### src/rtl/fifo_arb_pkg.sv
// Shared definitions for the FIFO write-port arbiter: state encodings,
// default sizing and the one-hot grant constants.
package fifo_arb_pkg;

    localparam int DATA_W_DEF    = 32;
    localparam int DEPTH_DEF     = 8;
    localparam int CNT_W_DEF     = 4;
    localparam int MAX_BURST_DEF = 4;

    // State codes double as the one-hot grant, so grant is just the state.
    typedef enum logic [1:0] {
        IDLE = 2'b00,
        G0   = 2'b01,
        G1   = 2'b10
    } arb_state_t;

    localparam logic [1:0] GRANT_NONE = 2'b00;
    localparam logic [1:0] GRANT_S0   = 2'b01;
    localparam logic [1:0] GRANT_S1   = 2'b10;

    function automatic arb_state_t grant_to_state(input logic [1:0] g);
        case (g)
            GRANT_S0: return G0;
            GRANT_S1: return G1;
            default:  return IDLE;
        endcase
    endfunction

endpackage

### src/rtl/fifo_arb_rr.sv
// Two-way round-robin picker. With both sources valid the source that
// was not served last wins; last_grant is the index of the last winner.
module fifo_arb_rr
    import fifo_arb_pkg::*;
(
    input  logic [1:0] valid,
    input  logic       last_grant,
    output logic [1:0] next_grant
);

    // Pick the single valid source, or alternate when both request.
    always_comb begin
        next_grant = GRANT_NONE;
        case (valid)
            2'b01:   next_grant = GRANT_S0;
            2'b10:   next_grant = GRANT_S1;
            2'b11:   next_grant = last_grant ? GRANT_S0 : GRANT_S1;
            default: next_grant = GRANT_NONE;
        endcase
    end

endmodule

### src/rtl/fifo_wr_arbiter.sv
// Write-port arbiter in front of the 8-entry synchronous FIFO.
// Round-robin between s0/s1 with bounded bursts, registered write strobe
// and data, and an occupancy check so the FIFO is never written while full.
// Optional build macro FIFO_ARB_STATS_EN adds per-source accept counters.
//
// state | meaning
// IDLE  | no grant; picks a source from the valids, no accept this cycle
// G0    | s0 owns the write port (grant = 01)
// G1    | s1 owns the write port (grant = 10)
module fifo_wr_arbiter
    import fifo_arb_pkg::*;
#(
    parameter int DATA_W    = DATA_W_DEF,
    parameter int DEPTH     = DEPTH_DEF,
    parameter int CNT_W     = CNT_W_DEF,
    parameter int MAX_BURST = MAX_BURST_DEF
) (
    input  logic              clk,
    input  logic              reset,
    input  logic              s0_valid,
    input  logic [DATA_W-1:0] s0_data,
    output logic              s0_ready,
    input  logic              s1_valid,
    input  logic [DATA_W-1:0] s1_data,
    output logic              s1_ready,
    output logic              fifo_wr_en,
    output logic [DATA_W-1:0] fifo_d_in,
    input  logic [CNT_W-1:0]  fifo_data_count,
    input  logic              fifo_wr_err,
    output logic [1:0]        grant,
    input  logic              err_clr,
    output logic              wr_err_sticky
`ifdef FIFO_ARB_STATS_EN
    ,
    output logic [15:0]       s0_count,
    output logic [15:0]       s1_count
`endif
);

    localparam int BURST_W = $clog2(MAX_BURST + 1);

    arb_state_t         state;
    logic [BURST_W-1:0] burst_cnt;
    logic               last_grant;

    logic [CNT_W:0]     occupancy;
    logic               space_ok;
    logic               acc0;
    logic               acc1;
    logic               cur_valid;
    logic               oth_valid;
    logic               cur_acc;
    logic [BURST_W-1:0] burst_next;
    logic               burst_done;
    logic               rr_last;
    logic [1:0]         rr_grant;

    // A write registered last cycle is not yet in data_count, so count it here.
    assign occupancy = {1'b0, fifo_data_count} + {{CNT_W{1'b0}}, fifo_wr_en};
    assign space_ok  = occupancy < (CNT_W + 1)'(DEPTH);

    assign s0_ready = (state == G0) && space_ok;
    assign s1_ready = (state == G1) && space_ok;
    assign acc0     = s0_valid && s0_ready;
    assign acc1     = s1_valid && s1_ready;
    assign grant    = state;

    // Current/other source view of the inputs and burst bookkeeping.
    always_comb begin
        cur_valid  = (state == G1) ? s1_valid : s0_valid;
        oth_valid  = (state == G1) ? s0_valid : s1_valid;
        cur_acc    = acc0 || acc1;
        burst_next = burst_cnt + BURST_W'(cur_acc);
        burst_done = cur_acc && (burst_next == BURST_W'(MAX_BURST));
    end

    // While a grant is held the picker treats the holder as last served,
    // so at a switch point it hands the port to the other source.
    assign rr_last = (state == G0) ? 1'b0 :
                     (state == G1) ? 1'b1 : last_grant;

    fifo_arb_rr u_rr (
        .valid      ({s1_valid, s0_valid}),
        .last_grant (rr_last),
        .next_grant (rr_grant)
    );

    // Grant FSM; everything holds while the FIFO has no room.
    always_ff @(posedge clk) begin
        if (reset) begin
            state      <= IDLE;
            burst_cnt  <= '0;
            last_grant <= 1'b1;
        end else begin
            case (state)
                IDLE: begin
                    state     <= grant_to_state(rr_grant);
                    burst_cnt <= '0;
                end
                G0, G1: begin
                    if (space_ok) begin
                        if (oth_valid && (!cur_valid || burst_done)) begin
                            state      <= grant_to_state(rr_grant);
                            burst_cnt  <= '0;
                            last_grant <= (state == G1);
                        end else if (!cur_valid && !oth_valid) begin
                            state     <= IDLE;
                            burst_cnt <= '0;
                        end else if (burst_done) begin
                            burst_cnt <= '0;
                        end else begin
                            burst_cnt <= burst_next;
                        end
                    end
                end
                default: begin
                    state     <= IDLE;
                    burst_cnt <= '0;
                end
            endcase
        end
    end

    // Register the accepted word toward the FIFO; data holds when idle.
    always_ff @(posedge clk) begin
        if (reset) begin
            fifo_wr_en <= 1'b0;
            fifo_d_in  <= '0;
        end else if (acc0) begin
            fifo_wr_en <= 1'b1;
            fifo_d_in  <= s0_data;
        end else if (acc1) begin
            fifo_wr_en <= 1'b1;
            fifo_d_in  <= s1_data;
        end else begin
            fifo_wr_en <= 1'b0;
        end
    end

    // Sticky FIFO write-error flag; a new error beats a clear.
    always_ff @(posedge clk) begin
        if (reset) begin
            wr_err_sticky <= 1'b0;
        end else if (fifo_wr_err) begin
            wr_err_sticky <= 1'b1;
        end else if (err_clr) begin
            wr_err_sticky <= 1'b0;
        end
    end

`ifdef FIFO_ARB_STATS_EN
    // Per-source accepted-beat counters, free-running with wrap.
    always_ff @(posedge clk) begin
        if (reset) begin
            s0_count <= '0;
            s1_count <= '0;
        end else begin
            if (acc0) s0_count <= s0_count + 16'd1;
            if (acc1) s1_count <= s1_count + 16'd1;
        end
    end
`endif

endmodule

### config.mk
export PLATFORM = sky130hd
export DESIGN_NAME = fifo_wr_arbiter
export DESIGN_NICKNAME = d
export VERILOG_FILES = /design/src/rtl/fifo_arb_pkg.sv /design/src/rtl/fifo_arb_rr.sv /design/src/rtl/fifo_wr_arbiter.sv
export SDC_FILE = /design/constraint.sdc
export NUM_CORES = 1
export LEC_CHECK = 0
export BUFFER_PORTS_ARGS = -buffer_cell sky130_fd_sc_hd__buf_2
export CORE_ASPECT_RATIO = 0.75
export CORE_UTILIZATION = 41
export CTS_BUF_LIST = sky130_fd_sc_hd__clkbuf_8
export DETAILED_ROUTE_END_ITERATION = 10
export PLACE_DENSITY_LB_ADDON = 0.1
export SETUP_SLACK_MARGIN = 0.4
export SYNTH_ARGS = -nofsm -noshare
export SYNTH_HDL_FRONTEND = slang
export SYNTH_SLANG_ARGS = --single-unit
### constraint.sdc
create_clock -name clk -period 3 [get_ports clk]
set_input_delay 0 -clock clk [delete_from_list [all_inputs] [get_ports clk]]
set_output_delay 0 -clock clk [all_outputs]
set_load 0.02 [all_outputs]
### After elaboration in Yosys (flattened, before gate mapping)

Cells that the tools add are included.

* bits in registers: 40
* output and inout port bits: 38

* equal/unequal tests: 10
* bitwise logic cells: 1
* muxes and demuxes: 20
* add/subtract/negate cells: 2
* magnitude comparators: 1
* reduce and logical (&&, ||, !) cells: 18

Operators by type and width (count)
* 32-bit two-way mux: 2
* 3-bit two-way mux: 3
* 2-bit == test (second input constant): 4
* 1-bit two-way mux: 8
* 2-bit two-way mux: 4
* 2-bit one-hot mux with 2 select lines: 2
* 1-bit logical AND: 7
* 2-bit by 1-bit == test with 1-bit output (second input constant): 3
* 2-bit one-hot mux with 3 select lines: 1
* 4-bit by 1-bit adder with 5-bit output: 1
* 5-bit by 4-bit < comparator with 1-bit output (second input constant): 1
* 2-bit nonzero test: 2
* 2-bit OR reduction: 2
* 3-bit by 1-bit adder with 3-bit output: 1
* 3-bit == test (second input constant): 1
* 3-bit inequality test (second input constant): 1
* 3-bit AND reduction: 1
* 1-bit logical NOT: 2
* 2-bit logical NOT: 1
* 1-bit logical OR: 2
* 2-bit inequality test (second input constant): 1
* 2-bit AND reduction: 1
* 1-bit inverter: 1

### Logic depth before layout (Yosys ltp)

* depth after elaboration: 13
* depth in mapped cells: 13

### Modules after synthesis

From an unflattened synthesis, not the netlist that was laid out.

* cells, all modules: 210
* area, all modules: 1971.9 µm²

Modules (own cells, without submodules)
* fifo_wr_arbiter: area each 1953.1 µm², instances 1, cells an instance 207, seq. area each 800.8 µm²
* fifo_arb_rr: area each 18.8 µm², instances 1, cells an instance 3, seq. area each 0.0 µm²

### Worst setup path after synthesis

Ideal clock, no wire load.

* kind: reg2reg
* from: register state[0], in the netlist grant[0]
* to: register state[0], in the netlist grant[0]
* setup time: 61 ps
* cell stages (with the launch flop): 14
* arrival: 3298 ps
* period minus slack after synthesis: 3359 ps
* slack: -359 ps
* cells stage by stage: dfxtp_1 inv_1 ha_1 a22oi_1 nor2_1 buf_2 buf_1 ha_1 ha_1 or2_1 o31ai_1 a41oi_1 a2111oi_2 a32o_1

* cells in the longest elaborated chain, start to end: 12

Ends and longest elaborated chain
* from (decl): RTL line fifo_wr_arbiter.sv:42 `arb_state_t state;`
* from (signal assigned): RTL line fifo_wr_arbiter.sv:97 `state <= grant_to_state(rr_grant);`
* from (signal assigned): RTL line fifo_wr_arbiter.sv:103 `state <= grant_to_state(rr_grant);`
* 2-bit by 1-bit == test with 1-bit output / 2-bit == test (equally long branches): RTL line fifo_wr_arbiter.sv:62, fifo_wr_arbiter.sv:63
* 1-bit logical AND (on tied branches): RTL line fifo_wr_arbiter.sv:62, fifo_wr_arbiter.sv:63
* 1-bit logical AND (on tied branches): RTL line fifo_wr_arbiter.sv:64, fifo_wr_arbiter.sv:65
* 1-bit logical OR (*): RTL line fifo_wr_arbiter.sv:72 `cur_acc = acc0 || acc1;`
* via cur_acc: RTL line fifo_wr_arbiter.sv:52 `logic cur_acc;`
* 3-bit by 1-bit adder with 3-bit output: RTL line fifo_wr_arbiter.sv:73 `burst_next = burst_cnt + BURST_W'(cur_acc);`
* 3-bit == test: RTL line fifo_wr_arbiter.sv:74 `burst_done = cur_acc && (burst_next == BURST_W'(MAX_BURST));`
* 1-bit logical AND (*): RTL line fifo_wr_arbiter.sv:74
* 1-bit logical OR (*): RTL line fifo_wr_arbiter.sv:102 `if (oth_valid && (!cur_valid || burst_done)) begin`
* 1-bit logical AND (*): RTL line fifo_wr_arbiter.sv:102
* 2-bit two-way mux: RTL line fifo_wr_arbiter.sv:102
* 2-bit two-way mux: RTL line fifo_wr_arbiter.sv:101 `if (space_ok) begin`
* 2-bit one-hot mux with 2 select lines: RTL line fifo_wr_arbiter.sv:95 `case (state)`

The timed path passes the listed nets; every way through them passes the cells marked *. The select of a mux whose other input is x is not followed.
A chain may end at the register's enable or synchronous reset.

### Worst setup path after layout

* from: register state[0], in the netlist grant[0]
* to: register state[1], in the netlist grant[1]

* cells in the longest elaborated chain, start to end: 12

Ends and longest elaborated chain (RTL line)
* 2-bit by 1-bit == test with 1-bit output / 2-bit == test (equally long branches)
* 1-bit logical AND (on tied branches): fifo_wr_arbiter.sv:62, fifo_wr_arbiter.sv:63
* 1-bit logical AND (on tied branches): fifo_wr_arbiter.sv:64, fifo_wr_arbiter.sv:65
* 1-bit logical OR: fifo_wr_arbiter.sv:72
* 3-bit by 1-bit adder with 3-bit output: fifo_wr_arbiter.sv:73
* 3-bit == test: fifo_wr_arbiter.sv:74
* 1-bit logical AND: fifo_wr_arbiter.sv:74
* 1-bit logical OR: fifo_wr_arbiter.sv:102
* 1-bit logical AND: fifo_wr_arbiter.sv:102
* 2-bit two-way mux: fifo_wr_arbiter.sv:102
* 2-bit two-way mux: fifo_wr_arbiter.sv:101
* 2-bit one-hot mux with 2 select lines: fifo_wr_arbiter.sv:95

Parallel ways exist; a longest one is shown, timed or not. The select of a mux whose other input is x is not followed.

==> metrics.txt <==
# TYPE chip_impl_metric gauge
chip_impl_info{name="status",value="finished, final reports clean"} 1
chip_impl_metric{name="synth.yosys.warnings",unit=""} 0
chip_impl_metric{name="postSynthNetCount",unit=""} 290
chip_impl_metric{name="synthesis.area_per_instance",unit="sq um"} 9.22
chip_impl_metric{name="die-area",unit="sq mm"} 0.00500
chip_impl_metric{name="cell_depth_of_the_worst_min_delay_path",unit=""} 3
chip_impl_metric{name="timing.setup.tns",unit="ps"} 0
chip_impl_info{name="critPathLaunchType",value="register"} 1
chip_impl_metric{name="max_cap_viol_count",unit=""} 0
chip_impl_info{name="setup.worst_path.class",value="register to register"} 1
chip_impl_metric{name="cts_bufs_inserted",unit=""} 5
chip_impl_info{name="layout_commonest_cell",value="buf_2"} 1
chip_impl_metric{name="core",unit="sq mm"} 0.00449
chip_impl_metric{name="clock_skew",unit="ps"} 6.53
chip_impl_metric{name="post_route_cells_drive_above_1_share",unit=""} 0.463
chip_impl_metric{name="fraction_of_registers_with_async_set_or_reset_after_synthesis",unit=""} 0
chip_impl_metric{name="cellLeakagePower",unit="nW"} 1.46
chip_impl_info{name="timing.hold.worst_endpoint",value="fifo_d_in[23]$_SDFFE_PP0N_"} 1
chip_impl_metric{name="finalWirelength",unit="um"} 4710
chip_impl_metric{name="worstPathMaxFanout",unit=""} 4
chip_impl_metric{name="initial_utilization",unit=""} 0.431
chip_impl_metric{name="register_to_register_setup_slack",unit="ps"} 350
chip_impl_metric{name="clk-insertion-delay-late",unit="ps"} 280
chip_impl_info{name="master_of_the_slowest_instance_on_the_critical_path",value="dfxtp_4"} 1
chip_impl_info{name="r2r_startpoint",value="grant[0]$_SDFFE_PP0P_"} 1
chip_impl_info{name="final_cell_mix",value="111 x buf_2, 37 x dfxtp_1, 36 x nor2_1"} 1
chip_impl_info{name="sort_of_element_at_the_end_of_the_critical_path",value="register"} 1
chip_impl_metric{name="finalWorstPathRequiredPeriod",unit="ps"} 2650
chip_impl_metric{name="post-route-drc-count",unit=""} 0
chip_impl_metric{name="critical_path_arrival",unit="ps"} 2880
chip_impl_metric{name="p_total",unit="mW"} 1.44
chip_impl_metric{name="route.detailed.wl_per_inst",unit="um"} 12.3
chip_impl_metric{name="dieWidth",unit="um"} 81.3
chip_impl_metric{name="finalSetupViolations",unit=""} 0
chip_impl_metric{name="grt_antenna_before_repair",unit=""} 0
chip_impl_metric{name="synth_edf_count",unit=""} 0
chip_impl_metric{name="insertedDiodeCount",unit=""} 0
chip_impl_metric{name="drt_first_pass_iters",unit=""} 4
chip_impl_metric{name="vias_per_cell",unit=""} 4.95
chip_impl_metric{name="grt_start_max_net_pins",unit=""} 65
chip_impl_info{name="cts_tree",value="yes"} 1
chip_impl_metric{name="dp_hpwl",unit="um"} 3230
chip_impl_metric{name="gr-usage-all-layers",unit=""} 0.184
chip_impl_metric{name="cp_data_required_time",unit="ps"} 3230
chip_impl_metric{name="worst_r2r_path_depth",unit=""} 11
chip_impl_metric{name="gp_congestion",unit=""} 0.821
chip_impl_metric{name="report.final.slew_viol_count",unit=""} 0
chip_impl_metric{name="layout.nets",unit=""} 405
chip_impl_metric{name="cts-htree-levels",unit=""} 2
chip_impl_metric{name="synth_seq_area_share",unit=""} 0.414
chip_impl_metric{name="global_route.overflow_total",unit=""} 0
chip_impl_metric{name="grt_pass1_wl",unit="um"} 7100
chip_impl_metric{name="cts_num_sinks",unit=""} 40
chip_impl_metric{name="mappedNetlistArea",unit="sq mm"} 0.00194
chip_impl_info{name="path_common_cell",value="ha_4"} 1
chip_impl_metric{name="cellPowerDensity",unit="mW/mm^2"} 507
chip_impl_metric{name="slew_worst_pin",unit="ps"} 711
chip_impl_metric{name="fmaxAchievable",unit="MHz"} 377
chip_impl_metric{name="power.ir.vdd_worst",unit="mV"} 0.302
chip_impl_metric{name="port_buffers",unit=""} 111
chip_impl_metric{name="tightest_slew_margin_relative_to_the_limit",unit=""} 0.526
chip_impl_metric{name="first_iter_violations",unit=""} 89
chip_impl_metric{name="detailroute.via_count",unit=""} 1896
chip_impl_metric{name="cp_slowest_stage_delay",unit="ps"} 390
chip_impl_metric{name="ios",unit=""} 112
chip_impl_info{name="clk_root_buffer_cell",value="clkbuf_8"} 1
chip_impl_info{name="rsz0062_at_grt",value="true"} 1
chip_impl_metric{name="final_min_period_over_clock_period",unit=""} 0.885
chip_impl_info{name="ys_dominant_reg_cell",value="dfxtp_1"} 1
chip_impl_metric{name="cts.clk_slew.worst_paths",unit="ps"} 80
chip_impl_info{name="min-delay-path-class",value="primary input to register"} 1
chip_impl_metric{name="cts_max_path_bufs",unit=""} 2
chip_impl_metric{name="die_y",unit="um"} 61.5
chip_impl_metric{name="syn2layout_area_growth",unit="%"} 46.8
chip_impl_info{name="cp_cell_sequence",value="inv_4 -> ha_4 -> a22oi_2 -> nor2_4 -> ha_4 -> ha_4 -> or2_4 -> o41ai_2 -> nand3_1 -> a2111oi_4 -> a32o_1"} 1
chip_impl_metric{name="first_global_vias",unit=""} 1556
chip_impl_info{name="min-delay-start",value="s0_data[23]"} 1
chip_impl_metric{name="postSynthCellCount",unit=""} 210
chip_impl_metric{name="hold_violations_final",unit=""} 0
chip_impl_metric{name="yosys.cell_types.count",unit=""} 31
chip_impl_metric{name="drt.antenna.violating_nets",unit=""} 0
chip_impl_metric{name="yosys_register_bits",unit=""} 40
chip_impl_metric{name="floorplan.rows",unit=""} 21
chip_impl_info{name="timing.rr.end",value="grant[1]$_SDFFE_PP0P_"} 1
[kinds of logic (layout without fill, tap and decap cells)]
family / count (synthesis) / after routing / synth area share
buffers and inverters: 22 / 138 / 0.0517
AO/OA/AOI/OAI: 51 / 51 / 0.197
adder cells (fa/ha/maj): 6 / 6 / 0.0388
XOR/XNOR: 1 / 1 / 0.00453
flip-flops: 40 / 40 / 0.414
AND/OR/NAND/NOR: 57 / 57 / 0.123
multiplexers: 33 / 33 / 0.171
[what timing repair did]
| item | in CTS | in global routing |
|---|---|---|
| hold endpoints to repair | 1 | 0 |
| resized for setup | 5 | 1 |
| hold buffers | 2 | 0 |
| pin swaps | 10 | 2 |
| buffers inserted | 6 | 2 |
| endpoints found under the setup margin | 2 | 3 |
[cells in the mapped netlist, types with 2 or more instances]
master / number / share of area
a211oi_1: 32 / 0.12
a21oi_1: 5 / 0.013
a32o_1: 2 / 0.010
a41oi_1: 2 / 0.0091
and2_1: 2 / 0.0065
buf_1: 2 / 0.0039
buf_2: 5 / 0.013
buf_4: 3 / 0.012
clkbuf_1: 6 / 0.012
dfxtp_1: 40 / 0.41
ha_1: 6 / 0.039
inv_1: 6 / 0.012
mux2i_1: 32 / 0.17
nand2_1: 10 / 0.019
nor2_1: 37 / 0.072
nor3_1: 3 / 0.0078
o21ai_0: 3 / 0.0078
[flip-flops by register name, indices dropped and copies added (netlist names)]
signal / count
last_grant: 1
burst_cnt: 3
fifo_d_in: 32
wr_err_sticky: 1
fifo_wr_en: 1
grant: 2
[where the power goes]
group | internal [mW] | switching (mW)
registers | 0.576 | 0.0245
logic | 0.179 | 0.225
clock network | 0.247 | 0.189
[final cells by class]
class	instances	area, sq um
fill	382	1650
multi-input combinational	148	1150
sequential	40	810
timing repair buffer	124	671
tap	57	71.3
clock buffer	5	68.8
clock inverter	3	41.3
inverter	6	25.0
[stage by stage]
stage | hold slack, ps | util | instance area [sq um] | setup slack, ps | instances
after floorplan | 117 | - | 2020 | 92.4 | 210
after global placement | 212 | 0.581 | 2610 | 237 | 365
after detailed placement | 219 | 0.581 | 2610 | 197 | 365
after CTS | 32.9 | 0.628 | 2820 | 385 | 381
after global routing | 52.9 | 0.632 | 2840 | 303 | 383
final | 40.6 | 0.632 | 2840 | 345 | 383
[per-layer routing]
| layer | wire length (um) | global-route usage |
|---|---|---|
| met5 | 0 | 0 |
| met4 | 21 | 0.0536 |
| met3 | 395 | 0.0548 |
| met2 | 1980 | 0.285 |
| met1 | 2310 | 0.250 |
[worst max-delay path, delay by kind of cell (launching register included)]
family,cells,cell delay (ps)
AND/OR/NAND/NOR,3,550
buffers and inverters,1,50
AO/OA/AOI/OAI,4,1090
adder cells (fa/ha/maj),3,510
flip-flops,1,390
[how the worst max path moves through the flow]
stage / start / endpoint / cells past startpoint
after floorplan: grant[0]$_SDFFE_PP0P_ / grant[0]$_SDFFE_PP0P_ / 13
after global placement: grant[0]$_SDFFE_PP0P_ / grant[1]$_SDFFE_PP0P_ / 11
after detailed placement: grant[0]$_SDFFE_PP0P_ / grant[1]$_SDFFE_PP0P_ / 11
after CTS: grant[0]$_SDFFE_PP0P_ / grant[1]$_SDFFE_PP0P_ / 11
after global routing: grant[0]$_SDFFE_PP0P_ / grant[1]$_SDFFE_PP0P_ / 11
final: grant[0]$_SDFFE_PP0P_ / grant[1]$_SDFFE_PP0P_ / 11
No activity file was read; power rests on OpenSTA's default activity.
